$ cat src/rtl/cordic_pkg.sv
// Shared types and constants for the CORDIC scheduler slice.
package cordic_pkg;

    typedef enum logic [1:0] {
        IDLE    = 2'd0,
        ISSUE   = 2'd1,
        WAIT    = 2'd2,
        DELIVER = 2'd3
    } state_t;

    localparam int unsigned CORDIC_DATA_W = 8;
    localparam logic [CORDIC_DATA_W-1:0] CORDIC_X_INIT = 8'd75;
    localparam logic [CORDIC_DATA_W-1:0] CORDIC_Y_INIT = 8'd0;

endpackage

$ cat src/rtl/rr_arbiter.sv
// Combinational round-robin pick: first set request searching upward from last+1.
module rr_arbiter #(
    parameter int unsigned N = 4
) (
    input  logic [N-1:0]         req,
    input  logic [$clog2(N)-1:0] last,
    output logic [N-1:0]         grant,
    output logic [$clog2(N)-1:0] idx
);

    localparam int unsigned IW = $clog2(N);

    logic        found;
    int unsigned cand;

    // Rotating priority search, wrapping modulo N.
    always_comb begin
        grant = '0;
        idx   = '0;
        found = 1'b0;
        cand  = 0;
        for (int unsigned i = 1; i <= N; i++) begin
            cand = 32'(last) + i;
            if (cand >= N) begin
                cand = cand - N;
            end
            if (!found && req[IW'(cand)]) begin
                found             = 1'b1;
                grant[IW'(cand)]  = 1'b1;
                idx               = IW'(cand);
            end
        end
    end

endmodule

$ cat src/rtl/cordic_rr_scheduler.sv
// Round-robin scheduler sharing one iterative CORDIC core among NUM_CH requesters.
module cordic_rr_scheduler
    import cordic_pkg::*;
#(
    parameter int unsigned              NUM_CH  = 4,
    parameter int unsigned              DATA_W  = CORDIC_DATA_W,
    parameter logic [DATA_W-1:0]        X_INIT  = CORDIC_X_INIT,
    parameter logic [DATA_W-1:0]        Y_INIT  = CORDIC_Y_INIT,
    parameter int unsigned              TIMEOUT = 31
) (
    input  logic                        clk_i,
    input  logic                        rst_i,
    input  logic [NUM_CH-1:0]           req_valid_strobe_i,
    input  logic [NUM_CH*DATA_W-1:0]    req_z_i,
    output logic [NUM_CH-1:0]           req_pending_o,
    output logic [NUM_CH-1:0]           req_drop_strobe_o,
    output logic [NUM_CH-1:0]           res_valid_strobe_o,
    output logic [$clog2(NUM_CH)-1:0]   res_ch_o,
    output logic [DATA_W-1:0]           res_x_o,
    output logic [DATA_W-1:0]           res_y_o,
    output logic                        timeout_strobe_o,
    output logic [DATA_W-1:0]           cordic_x_o,
    output logic [DATA_W-1:0]           cordic_y_o,
    output logic [DATA_W-1:0]           cordic_z_o,
    output logic                        cordic_valid_strobe_o,
    input  logic [DATA_W-1:0]           cordic_x_i,
    input  logic [DATA_W-1:0]           cordic_y_i,
    input  logic                        cordic_valid_strobe_i
);

    localparam int unsigned CH_W  = $clog2(NUM_CH);
    localparam int unsigned CNT_W = $clog2(TIMEOUT + 1);

    state_t              state;
    state_t              state_next;
    logic [DATA_W-1:0]   slot [NUM_CH];
    logic [CH_W-1:0]     cur_ch;
    logic [CH_W-1:0]     last_grant;
    logic [CNT_W-1:0]    cnt;

    logic [NUM_CH-1:0]   grant_c;
    logic [CH_W-1:0]     grant_idx_c;
    logic                grant_load_c;
    logic                issue_c;
    logic                result_c;
    logic                timeout_c;
    logic [NUM_CH-1:0]   cur_mask_c;
    logic [NUM_CH-1:0]   clear_c;
    logic [NUM_CH-1:0]   accept_c;

    rr_arbiter #(
        .N     (NUM_CH)
    ) u_arb (
        .req   (req_pending_o),
        .last  (last_grant),
        .grant (grant_c),
        .idx   (grant_idx_c)
    );

    // Slot bookkeeping: the ISSUE clear frees the in-flight slot, and a same-cycle set wins.
    assign cur_mask_c = NUM_CH'(1) << cur_ch;
    assign clear_c    = issue_c ? cur_mask_c : '0;
    assign accept_c   = req_valid_strobe_i & (~req_pending_o | clear_c);

    // FSM state register.
    always_ff @(posedge clk_i or posedge rst_i) begin
        if (rst_i) begin
            state <= IDLE;
        end else begin
            state <= state_next;
        end
    end

    // Next-state and per-cycle control decisions.
    always_comb begin
        state_next   = state;
        grant_load_c = 1'b0;
        issue_c      = 1'b0;
        result_c     = 1'b0;
        timeout_c    = 1'b0;
        case (state)
            IDLE: begin
                if (|grant_c) begin
                    grant_load_c = 1'b1;
                    state_next   = ISSUE;
                end
            end
            ISSUE: begin
                issue_c    = 1'b1;
                state_next = WAIT;
            end
            WAIT: begin
                // A result arriving on the last allowed cycle still wins over the timeout.
                if (cordic_valid_strobe_i) begin
                    result_c   = 1'b1;
                    state_next = DELIVER;
                end else if (cnt == CNT_W'(TIMEOUT - 1)) begin
                    timeout_c  = 1'b1;
                    state_next = IDLE;
                end
            end
            DELIVER: begin
                state_next = IDLE;
            end
            default: begin
                state_next = IDLE;
            end
        endcase
    end

    // Grant tracking; reset points last_grant at the top channel so channel 0 goes first.
    always_ff @(posedge clk_i or posedge rst_i) begin
        if (rst_i) begin
            cur_ch     <= '0;
            last_grant <= CH_W'(NUM_CH - 1);
        end else if (grant_load_c) begin
            cur_ch     <= grant_idx_c;
            last_grant <= grant_idx_c;
        end
    end

    // Per-channel angle slots, pending flags and drop strobes.
    always_ff @(posedge clk_i or posedge rst_i) begin
        if (rst_i) begin
            req_pending_o     <= '0;
            req_drop_strobe_o <= '0;
            for (int unsigned k = 0; k < NUM_CH; k++) begin
                slot[k] <= '0;
            end
        end else begin
            req_pending_o     <= (req_pending_o & ~clear_c) | accept_c;
            req_drop_strobe_o <= req_valid_strobe_i & ~accept_c;
            for (int unsigned k = 0; k < NUM_CH; k++) begin
                if (accept_c[k]) begin
                    slot[k] <= req_z_i[k*DATA_W +: DATA_W];
                end
            end
        end
    end

    // WAIT cycle counter; starts at 1 so the timeout strobe lands TIMEOUT cycles after issue.
    always_ff @(posedge clk_i or posedge rst_i) begin
        if (rst_i) begin
            cnt <= '0;
        end else if (issue_c) begin
            cnt <= CNT_W'(1);
        end else if (state == WAIT) begin
            cnt <= cnt + CNT_W'(1);
        end
    end

    // Core-side outputs, loaded on grant so the start strobe coincides with ISSUE.
    always_ff @(posedge clk_i or posedge rst_i) begin
        if (rst_i) begin
            cordic_valid_strobe_o <= 1'b0;
            cordic_x_o            <= '0;
            cordic_y_o            <= '0;
            cordic_z_o            <= '0;
        end else begin
            cordic_valid_strobe_o <= grant_load_c;
            if (grant_load_c) begin
                cordic_x_o <= X_INIT;
                cordic_y_o <= Y_INIT;
                cordic_z_o <= slot[grant_idx_c];
            end
        end
    end

    // Result capture and one-cycle result / timeout strobes.
    always_ff @(posedge clk_i or posedge rst_i) begin
        if (rst_i) begin
            res_valid_strobe_o <= '0;
            res_ch_o           <= '0;
            res_x_o            <= '0;
            res_y_o            <= '0;
            timeout_strobe_o   <= 1'b0;
        end else begin
            res_valid_strobe_o <= result_c ? cur_mask_c : '0;
            timeout_strobe_o   <= timeout_c;
            if (result_c) begin
                res_ch_o <= cur_ch;
                res_x_o  <= cordic_x_i;
                res_y_o  <= cordic_y_i;
            end
        end
    end

endmodule

$ cat config.mk
export PLATFORM = sky130hd
export DESIGN_NAME = cordic_rr_scheduler
export DESIGN_NICKNAME = d
export VERILOG_FILES = /design/src/rtl/cordic_pkg.sv /design/src/rtl/rr_arbiter.sv /design/src/rtl/cordic_rr_scheduler.sv
export SDC_FILE = /design/constraint.sdc
export NUM_CORES = 1
export LEC_CHECK = 0
export CAP_MARGIN = 10
export CORE_ASPECT_RATIO = 0.7
export CORE_MARGIN = 2
export CORE_UTILIZATION = 44
export DETAILED_ROUTE_END_ITERATION = 8
export PLACE_DENSITY = 0.83
export SLEW_MARGIN = 40
export SYNTH_ARGS = -nofsm -noshare
export SYNTH_HDL_FRONTEND = slang
export SYNTH_HIERARCHICAL = 1
export SYNTH_SLANG_ARGS = --single-unit
$ cat constraint.sdc
create_clock -name clk_i -period 2.8 [get_ports clk_i]
set_clock_uncertainty 0.05 [all_clocks]
set_input_delay 0.7 -clock clk_i [delete_from_list [all_inputs] [get_ports clk_i]]
set_output_delay 0.7 -clock clk_i [all_outputs]
set_load 0.1 [all_outputs]
==> summary.txt <==
Outcome
  – Status: complete, but fails checks
  – Failing checks: negative setup slack

Place
  – Placed Instances: ~550
  – RD Place Congestion: approximately 0.99
  – Hpwl dp: ~6900 um
  – Port Buf Inserts: between 90 and 100

Floorplanning
  – Initial Utilization: roughly 46%
  – Num ports: 111
  – Die Span X: about 120 um
  – Die H: ~85 um
  – Standard-cell row count: 29
  – Core area: between 9000 and 10000 um^2
  – Die ar.: 10230 um^2

Detailed routing
  – Antenna viol nets, final: 0
  – Drt wl/cell: between 15 and 20 um
  – Detailed-route via count: a little over 3000
  – Vias per inst: between 5 and 6
  – DRC viols: 0
  – Initial DRC count: 191
  – Drt pass-1 iters: 6
  – Post-Route WL: slightly above 10000 um

Layout
  – Area growth from synthesis to final layout: 39.38%
  – Multi-input combinational cell area: 1913 um^2
  – Antenna diodes: 0
  – Layout Cells excl Fill: roughly 600
  – Final nets: roughly 530
  – Fill cells: between 600 and 700
  – Storage cell area: ~2100 um^2
  – Share of layout cells above drive strength 1: 41.11%

Worst hold path
  – Worst hold path type: flop to flop

Clock tree
  – Num CTS Buffers: 9
  – CTS H-tree lvls: 3
  – # clock sinks: between 80 and 90
  – Clock buffer depth: 2
  – Worst-Skew Late Latency: between 0.3 and 0.4 ns
  – Clk root buf: clkbuf_16
  – CTS tree: yes
  – Hold Buf Count CTS: 0
  – Clk pin slew, worst setup/hold paths: about 0.06 ns

Setup path
  – Worst Path Required: about 3.0 ns
  – CP Launch Type: flop
  – Crit-path cells: buf_12 > mux4_2 > nand2_1 > o21ai_1 > a221o_1 > buf_4 > o41ai_4 > buf_6 > buf_4 > clkbuf_16 > nand2_1 > nand2_1
  – Worst Path Max Fanout: 6
  – WP data arrival: around 3.2 ns
  – WS Path Type: flop to flop
  – Worst path max stage delay: 0.60 ns
  – Most common cell on crit path: nand2_1
  – Crit. End Element: flop
  – Slowest stage cell on the critical path: mux4_2

Synth
  – Post-synth EDFFs: 0
  – Mapped Area: about 4100 um^2
  – Mean Syn Cell Area: 12.45 um^2
  – Mapped Cells: 333
  – Flops & latches, synth: 84
  – YS warnings: 6
  – Register area share after synthesis: approximately 50%
  – Post-synth cell types: 55
  – Dominant synthesized flop cell: dfrtp_1
  – Async S/R FF share, synth: 100.0%

STA
  – RSZ-0062 raised after global routing: true
  – Final max-slew violation count: 0
  – WHS: ~0.44 ns
  – Tcrit/Tclk final: 105.5%
  – Max frequency: about 340 MHz
  – Final min period: 2.954 ns
  – Relative slew slack: about three fifths
  – Slew @ Worst Pin: 0.5800 ns
  – Final setup vio count: 15
  – Final WS setup: -0.1539 ns
  – Hold Violations, Final: 0

GRT
  – All-Layer GR Usage: between 20% and 30%
  – Number of global-route vias before repair: around 3200
  – Global-route wire length before repair: about 16000 um
  – Largest net degree at the start of global routing: 33
  – GRT overflow: 0
  – Initial antenna violation count: 0

Flow run
  – Max-cap violation count: 0
-- through the flow --
| stage | setup WS (ns) | util (%) | setup TNS [ns] | cell area, um^2 |
|---|---|---|---|---|
| detailed placement | -0.1977 | 56.94 | -1.470 | 5186 |
| CTS | -0.06935 | 62.71 | -0.5491 | 5712 |
| global placement | -0.05636 | 56.94 | -0.08797 | 5186 |
| floorplan | -0.06413 | - | -0.6044 | 4224 |
| finish | -0.1539 | 63.46 | -1.362 | 5779 |
| global route | -0.2613 | 63.46 | -3.183 | 5779 |
-- kinds of logic after synthesis --
| logic type | after synthesis | synth area share, % |
|---|---|---|
| multiplexers | 59 | 18.74 |
| buffers and inverters | 41 | 5.793 |
| AND/OR/NAND/NOR | 85 | 10.35 |
| flip-flops | 84 | 50.75 |
| adder cells (fa/ha/maj) | 14 | 4.225 |
| AO/OA/AOI/OAI | 49 | 10.05 |
| other | 1 | 0.09044 |
-- layer usage --
metal / share of wire [%] / global-route usage (%) / vias up
li1: - / - / 1405
met1: 44 / 27.66 / 1521
met2: 46 / 32.39 / 156
met3: 8.3 / 6.855 / 16
met4: 1.2 / 5.989 / 0
met5: 0 / 0 / -
-- sequential cells by signal, indices dropped and copies added, names as in the netlist, 2 cells and up --
| signal | cells |
|---|---|
| cordic_z_o | 8 |
| last_grant | 2 |
| res_ch_o | 2 |
| req_pending_o | 4 |
| cur_ch | 2 |
| state | 2 |
| res_y_o | 8 |
| slot | 32 |
| res_x_o | 8 |
| cnt | 5 |
| res_valid_strobe_o | 4 |
| req_drop_strobe_o | 4 |
-- final timing paths --
kind | start | depth (start not counted) | end | slack (ns)
max in group asynchronous | rst_i | 3 | slot[25]$_DFFE_PP0P_ | 1.44
worst min register to register | cordic_z_o[1]$_DFFE_PP0P_ | 2 | cordic_z_o[1]$_DFFE_PP0P_ | 0.44
worst max register to register | last_grant[0]$_DFFE_PP1P_ | 12 | cordic_z_o[3]$_DFFE_PP0P_ | -0.15
worst max-delay path | last_grant[0]$_DFFE_PP1P_ | 12 | cordic_z_o[3]$_DFFE_PP0P_ | -0.15
worst min-delay path | cordic_z_o[1]$_DFFE_PP0P_ | 2 | cordic_z_o[1]$_DFFE_PP0P_ | 0.44
min in group asynchronous | rst_i | 2 | slot[13]$_DFFE_PP0P_ | 0.72
-- cell type report --
cell class,instances,area share (%)
repair buffers,132,20.89
multi-input cells,219,33.10
clock buffers,12,4.265
flip-flops and latches,84,36.50
inverters,15,1.169
well taps,124,2.685
repair inverters,1,0.1299
clock inverters,4,1.256
-- synthesized netlist by cell type, drive strengths merged, types with 2 or more instances --
master / count / area [um^2]
a22oi: 3 / 27.52
o31ai: 2 / 15.01
and3: 2 / 12.51
o41ai: 2 / 43.80
nor3: 3 / 15.01
o21ai: 18 / 93.84
ha: 14 / 175.2
mux4: 10 / 225.2
nand4: 3 / 18.77
dfrtp: 82 / 2052
mux2: 49 / 551.8
a21o: 2 / 15.01
nor3b: 3 / 22.52
a21oi: 5 / 36.29
a21boi: 2 / 37.54
and3b: 2 / 17.52
buf: 25 / 178.9
nand2b: 2 / 12.51
nand2: 51 / 191.4
nor4: 2 / 27.53
and2b: 2 / 17.52
nand3: 2 / 15.01
dfstp: 2 / 52.55
nor2: 9 / 36.29
a221o: 4 / 40.04
nand3b: 2 / 27.53
a211oi: 2 / 27.53
a31oi: 2 / 12.51
inv: 14 / 52.55
-- what timing repair did --
item | CTS | global route
buffers inserted | 17 | 2
resized for setup | 17 | 9
endpoints found under the setup margin | 14 | 16
pin swaps | 12 | 11
gates cloned | 2 | 1
-- critical path: cells and delay by family, from the launching register on --
family,cells,cell delay [ns]
compound gates,3,0.67
buf+inv,5,0.71
simple gates,3,0.26
mux,1,0.60
flops,1,0.59
-- cell usage in the layout (no fill, tap or decap), drive strengths merged, types with 3 or more instances in the layout --
cell type      instances
inv                   13
o21ai                 18
ha                    14
mux2                  49
nor3                   3
buf                   77
nor3b                  3
mux4                  10
nand4                  3
clkdlybuf4s50         54
nor2                   9
conb                  12
a221o                  4
clkbuf                13
nand2                 51
dfrtp                 82
a21oi                  5
clkinvlp               3
a22oi                  3
Power is not shown: default switching activity piles up to over one toggle a cycle in this logic, so the estimate is an artifact.
